File: config.mk
export PLATFORM = sky130hd
export DESIGN_NAME = integral_image_builder
export DESIGN_NICKNAME = d
export VERILOG_FILES = /design/src/rtl/face_det_pkg.sv /design/src/rtl/int_line_buffer.sv /design/src/rtl/integral_image_builder.sv
export SDC_FILE = /design/constraint.sdc
export NUM_CORES = 2
export LEC_CHECK = 0
export ABC_CLOCK_PERIOD_IN_PS = 11250
export CAP_MARGIN = 5
export CORE_ASPECT_RATIO = 1.75
export CORE_MARGIN = 10
export CORE_UTILIZATION = 44
export CTS_BUF_LIST = sky130_fd_sc_hd__clkbuf_4
export CTS_CLUSTER_DIAMETER = 100
export DETAILED_ROUTE_END_ITERATION = 7
export PLACE_DENSITY_LB_ADDON = 0.15
export SYNTH_ARGS = -nofsm -noshare
export SYNTH_HDL_FRONTEND = slang
export SYNTH_SLANG_ARGS = --single-unit
File: constraint.sdc
create_clock -name clk -period 11.25 [get_ports clk]
set_input_delay 2.25 -clock clk [delete_from_list [all_inputs] [get_ports clk]]
set_output_delay 2.25 -clock clk [all_outputs]
set_load 0.005 [all_outputs]
File: src/rtl/face_det_pkg.sv
// Shared constants for the face-detection datapath: default widths, image size and
// the integral-image builder state encoding.
package face_det_pkg;
    localparam int WIDTH_PIX       = 8;
    localparam int WIDTH_INTE      = 20;
    localparam int WIDTH_INTE_ADDR = 16;
    localparam int WIDTH_POSI      = 6;
    localparam int IMG_W           = 64;
    localparam int IMG_H           = 64;

    localparam logic [1:0] IDLE     = 2'd0;
    localparam logic [1:0] WAIT_SOF = 2'd1;
    localparam logic [1:0] CAPTURE  = 2'd2;
    localparam logic [1:0] DONE     = 2'd3;

    // Counter width for a coordinate ranging over 0..n-1 (at least one bit).
    function automatic int pos_width(input int n);
        return (n > 1) ? $clog2(n) : 1;
    endfunction
endpackage

File: src/rtl/int_line_buffer.sv
// One row of integral values (previous row's II), written synchronously and read
// combinationally by column index.
module int_line_buffer #(
    parameter int DEPTH = 64,
    parameter int WIDTH = 20,
    parameter int AW    = 6
) (
    input  logic             clk,
    input  logic             we,
    input  logic [AW-1:0]    waddr,
    input  logic [WIDTH-1:0] wdata,
    input  logic [AW-1:0]    raddr,
    output logic [WIDTH-1:0] rdata
);
    logic [WIDTH-1:0] mem [DEPTH];

    always_ff @(posedge clk) begin
        if (we) mem[waddr] <= wdata;
    end

    assign rdata = mem[raddr];
endmodule

File: src/rtl/integral_image_builder.sv
// Streams raster-order pixels into integral-image BRAM writes, one registered write per
// accepted pixel, under the write_next_frame / new_image_ready handshake.
module integral_image_builder
    import face_det_pkg::*;
#(
    parameter int IMG_W           = face_det_pkg::IMG_W,
    parameter int IMG_H           = face_det_pkg::IMG_H,
    parameter int WIDTH_PIX       = face_det_pkg::WIDTH_PIX,
    parameter int WIDTH_INTE      = face_det_pkg::WIDTH_INTE,
    parameter int WIDTH_INTE_ADDR = face_det_pkg::WIDTH_INTE_ADDR
) (
    input  logic                       clk,
    input  logic                       rst_n,
    input  logic                       write_next_frame,
    output logic                       new_image_ready,
    input  logic                       pix_sof,
    input  logic                       pix_valid,
    input  logic [WIDTH_PIX-1:0]       pix_data,
    output logic                       we_int,
    output logic [WIDTH_INTE_ADDR-1:0] waddr_int,
    output logic [WIDTH_INTE-1:0]      wdata_int,
    output logic                       busy
);
    localparam int XW = pos_width(IMG_W);
    localparam int YW = pos_width(IMG_H);
    localparam logic [XW-1:0] X_LAST = XW'(IMG_W - 1);
    localparam logic [YW-1:0] Y_LAST = YW'(IMG_H - 1);

    logic [1:0]            state_q, state_d;
    logic [XW-1:0]         x_q, x_d, cur_x;
    logic [YW-1:0]         y_q, y_d, cur_y;
    logic [WIDTH_INTE-1:0] row_sum_q, row_sum_d, row_sum_new, above, ii, lb_rdata;
    logic                  nir_q, nir_d;
    logic                  accept, restart, last_pix;

    // A pix_sof pixel always lands at (0,0); row 0 ignores whatever the line buffer holds.
    always_comb begin
        restart     = pix_valid & pix_sof & ((state_q == WAIT_SOF) | (state_q == CAPTURE));
        accept      = restart | (pix_valid & (state_q == CAPTURE));
        cur_x       = restart ? '0 : x_q;
        cur_y       = restart ? '0 : y_q;
        row_sum_new = ((cur_x == '0) ? '0 : row_sum_q) + WIDTH_INTE'(pix_data);
        above       = (cur_y == '0) ? '0 : lb_rdata;
        ii          = row_sum_new + above;
        last_pix    = accept & (cur_x == X_LAST) & (cur_y == Y_LAST);
    end

    always_comb begin
        state_d   = state_q;
        x_d       = x_q;
        y_d       = y_q;
        row_sum_d = row_sum_q;
        nir_d     = nir_q;
        case (state_q)
            IDLE: begin
                if (write_next_frame) begin
                    state_d = WAIT_SOF;
                    nir_d   = 1'b0;
                end
            end
            WAIT_SOF, CAPTURE: begin
                if (accept) begin
                    state_d = last_pix ? DONE : CAPTURE;
                    if (last_pix) begin
                        x_d       = '0;
                        y_d       = '0;
                        row_sum_d = '0;
                    end else if (cur_x == X_LAST) begin
                        x_d       = '0;
                        y_d       = cur_y + YW'(1);
                        row_sum_d = '0;
                    end else begin
                        x_d       = cur_x + XW'(1);
                        y_d       = cur_y;
                        row_sum_d = row_sum_new;
                    end
                end
            end
            DONE: begin
                state_d = IDLE;
                nir_d   = 1'b1;
            end
            default: state_d = IDLE;
        endcase
    end

    always_ff @(posedge clk or negedge rst_n) begin
        if (!rst_n) begin
            state_q   <= IDLE;
            x_q       <= '0;
            y_q       <= '0;
            row_sum_q <= '0;
            nir_q     <= 1'b0;
            we_int    <= 1'b0;
            waddr_int <= '0;
            wdata_int <= '0;
        end else begin
            state_q   <= state_d;
            x_q       <= x_d;
            y_q       <= y_d;
            row_sum_q <= row_sum_d;
            nir_q     <= nir_d;
            we_int    <= accept;
            if (accept) begin
                waddr_int <= WIDTH_INTE_ADDR'(cur_y) * WIDTH_INTE_ADDR'(IMG_W)
                             + WIDTH_INTE_ADDR'(cur_x);
                wdata_int <= ii;
            end
        end
    end

    int_line_buffer #(
        .DEPTH (IMG_W),
        .WIDTH (WIDTH_INTE),
        .AW    (XW)
    ) u_line_buffer (
        .clk   (clk),
        .we    (accept),
        .waddr (cur_x),
        .wdata (ii),
        .raddr (cur_x),
        .rdata (lb_rdata)
    );

    assign new_image_ready = nir_q;
    assign busy            = (state_q == WAIT_SOF) || (state_q == CAPTURE);
endmodule

==> key figures <==
Status
  • Outcome: finished with violations
  • Failing checks: design-rule violations

Synth
  • Cell taking the most area after synthesis: edfxtp_1
  • Top post-synthesis cells by area: edfxtp_1 75%, o22ai_1 4.4%, dfrtp_1 3.3%
  • Synth cell types: 79
  • Mapped Area: 51160 sq um
  • Avg Inst Size Synth: 15.78 sq um
  • Synth Flop Type: edfxtp_1
  • Syn. warnings: 0
  • Ys async rst share: 0.05045
  • #FFs+latches synth: 1348
  • Seq/Total Area, Yosys: 0.7845
  • Share of the synthesized area in the top cell type: 0.7513
  • Post-synthesis cell count: 3243
  • Number of flops mapped to enable cells by yosys: 1280

STA
  • Fin. max-slew vios: 0
  • Final Worst Setup Slack: 1.578 ns
  • Worst Tran Pin Value: 1.158 ns
  • Final Setup Violations: 0
  • Min Hold Slack: 0.4667 ns
  • Tmin final: 9.672 ns
  • Rel. slew slack: 0.2261
  • Sum Neg Setup Slack: 0 ns
  • Final Hold Fails: 0
  • Final worst-path cycle share: 0.8598
  • Clk_skew: 0.1116 ns
  • RSZ-0062 raised after global routing: false
  • Fmax: 103.4 MHz

Worst setup path
  • Worst path top cell family by delay: compound AO/OA/AOI/OAI gates
  • Max incr delay on CP: 1.10 ns
  • Arrival @ worst endpoint: 10.59 ns
  • Reg2reg setup slack: 2.32 ns
  • CP max stage cell: nand3_4
  • Critical path fanouts, max: 64
  • Worst EP required: 12.17 ns
  • CP most frequent cell: o21ai_0
  • Startpoint Class: input port
  • Worst setup EP type: register
  • Worst reg2reg path startpoint: state_q[0]$_DFFE_PN0P_
  • Crit-path cells: clkdlybuf4s50_1 -> nand3_1 -> nand3_4 -> buf_4 -> o22ai_1 -> or4_1 -> o21ai_0 -> o21ai_0 -> a221oi_1 -> and3_1 -> ha_1 -> a21oi_1 -> o21ai_0 -> a211oi_1 -> o21ai_0 -> a31oi_1 -> xnor2_2 -> buf_4
  • R2R Path End: u_line_buffer.mem[42][18]$_DFFE_PP_
  • CP Buf/Inv Count: 3
  • Kind of critical path: input port to register
  • Reg2Reg Depth: 19

Place
  • DP Area: 54600 sq um
  • Placed instance count: 4758
  • PortBufs: 47
  • Pre-CTS WS: 0.5000 ns
  • Gpl congestion: 0.9784
  • Post-DP HPWL: 106200 um

Drt
  • Via density per instance: 6.240
  • Post-route ant nets: 0
  • Post-route DRC violation count: 2
  • Overall routed net length: 173700 um
  • Per-cell routed wire length: 32.87 um
  • Starting DRC count in detailed routing: 3590
  • Total number of vias: 32970
  • First-pass iteration count of the detailed router: 8

Global route
  • Largest net degree at the start of global routing: 66
  • Vias in the first global route: 33330
  • First-pass GRT wire length: 244600 um
  • GR Util All Layers: 0.2599
  • GR peak layer: met2
  • Met2 usage: 0.4384
  • Initial antenna violation count: 4
  • Global Route met1 Usage: 0.2967
  • Grt met3 use: 0.05743
  • GRT overflow: 0

Cells and area
  • Fin cells: 5283
  • Area of the multi-input gates: 10680 sq um
  • Commonest non-fill, non-tap cells in the layout: 1280 x edfxtp_1, 452 x clkbuf_4, 360 x o22ai_1
  • Syn-to-layout area delta: 14.05%
  • Most common cell after layout, fill and taps aside: edfxtp_1
  • NumNets Final: 3625
  • Final instance area: 58350 sq um
  • Register area: 40140 sq um
  • Share of cells above drive strength 1: 0.1998
  • Layout fillers: 9746

Floorplanning
  • Die X: 277.8 um
  • # IOs: 52
  • Die H: 471.1 um
  • Initial core utilization: 0.4425
  • Core Rows: 165
  • Core Area: 115600 sq um
  • Total die area: 130900 sq um

Min path
  • Hold Path Sink: row_sum_q[0]$_DFFE_PN0P_
  • Hold depth: 2
  • Hold_sp: row_sum_q[0]$_DFFE_PN0P_
  • Min-delay worst type: register to register

Power and ir drop
  • Power Density: 279.7 nW/um^2
  • Leakage: 19.33 nW
  • Max VDD drop: 242.3 uV

CTS
  • # hold bufs at CTS: 0
  • CTS Root Cell: clkbuf_4
  • Clock net sink count: 1348
  • H-Tree Level Count: 5
  • Worst-skew pair later-pin latency: 1.30 ns
  • CTS Buf Count: 319
  • Post-CTS resize count: 0
  • Clk buf depth: 4
  • TritonCTS clock tree: yes
  • Post-CTS Setup Bufs: 0
  • CTS clk-pin slew, worst paths: 0.06 ns

Run
  • Max Cap Violations: 0
per-layer routing:
layer	part of all wire	wire length (um)
met4	0.065	11210
met3	0.080	13850
met2	0.50	87110
met1	0.35	61480
met5	0	0
cell usage after synthesis (6+ instances only):
master and count:
or3_1 10, a21oi_1 61, edfxtp_1 1280, o31ai_1 8
o221ai_1 106, a21o_1 9, o21ai_0 77, o22a_1 15
inv_1 20, nor3_1 92, nand2_1 146, a221oi_1 9
nor2_1 361, ha_1 34, buf_2 56, a22o_1 11
and3_1 10, nand4_1 14, or4_1 18, mux2_2 9
dfrtp_1 68, mux2i_1 21, nand3_1 43, o21bai_1 6
a222oi_1 9, nor4_1 81, o2111ai_1 7, xnor2_1 16
a22oi_1 25, o21ai_1 10, clkbuf_1 87, o21a_1 6
buf_1 36, o22ai_1 360, buf_4 9, xor2_1 13
and2_1 15
power breakdown:
group	internal [mW]	total (mW)	switching (mW)
clock	1.90	3.78	1.88
combinational	1.25	5.48	4.24
sequential	6.97	7.06	0.0861
total	10.1	16.3	6.20
logic make-up after synthesis:
family / share of synthesized area
AOI/OAI and AO/OA: 0.1006
xor gates and xnor gates: 0.004964
buffers and inverters: 0.01810
muxes: 0.008511
other: 0.00007330
DFF: 0.7845
adders and majority gates: 0.009098
and+or+nand+nor: 0.07410
layout make-up:
cell class                      instances  area share
Antenna cell                           11   0.0004717
Clock buffer                          452     0.05815
Clock inverter                         62    0.005618
Inverter                               22    0.001415
Multi-Input combinational cell       1685      0.1831
Sequential cell                      1348      0.6879
Tap cell                             1503     0.03223
Timing Repair Buffer                  200     0.03113
worst max path at each step:
stage	slack, ns	end	from	cells after the start
2_1_floorplan	1.73	u_line_buffer.mem[0][19]$_DFFE_PP_	pix_valid	27
3_3_place_gp	0.55	u_line_buffer.mem[12][18]$_DFFE_PP_	pix_valid	18
3_5_place_dp	0.50	u_line_buffer.mem[47][18]$_DFFE_PP_	pix_valid	18
4_1_cts	1.79	u_line_buffer.mem[11][18]$_DFFE_PP_	pix_valid	18
5_1_grt	1.60	u_line_buffer.mem[42][18]$_DFFE_PP_	pix_valid	18
6_report	1.58	u_line_buffer.mem[42][18]$_DFFE_PP_	pix_valid	18
tightest hold or removal path, delay by kind of cell (launching register included):
family / cells / cell delay, ns
flops: 1 / 0.34
simple gates: 2 / 0.10
through the flow:
stage / total power [mW] / util
floorplan: 9.694 / -
global placement: 12.52 / 0.4723
detailed placement: 12.63 / 0.4723
CTS: 16.38 / 0.5045
global route: 16.90 / 0.5047
finish: 16.32 / 0.5047
flip-flops by register name, indices dropped and copies added (netlist names):
signal             flops
new_image_ready        1
row_sum_q             20
state_q                2
u_line_buffer.mem   1280
waddr_int             12
wdata_int             20
we_int                 1
x_q                    6
y_q                    6
No activity file was read; power rests on OpenSTA's default activity.
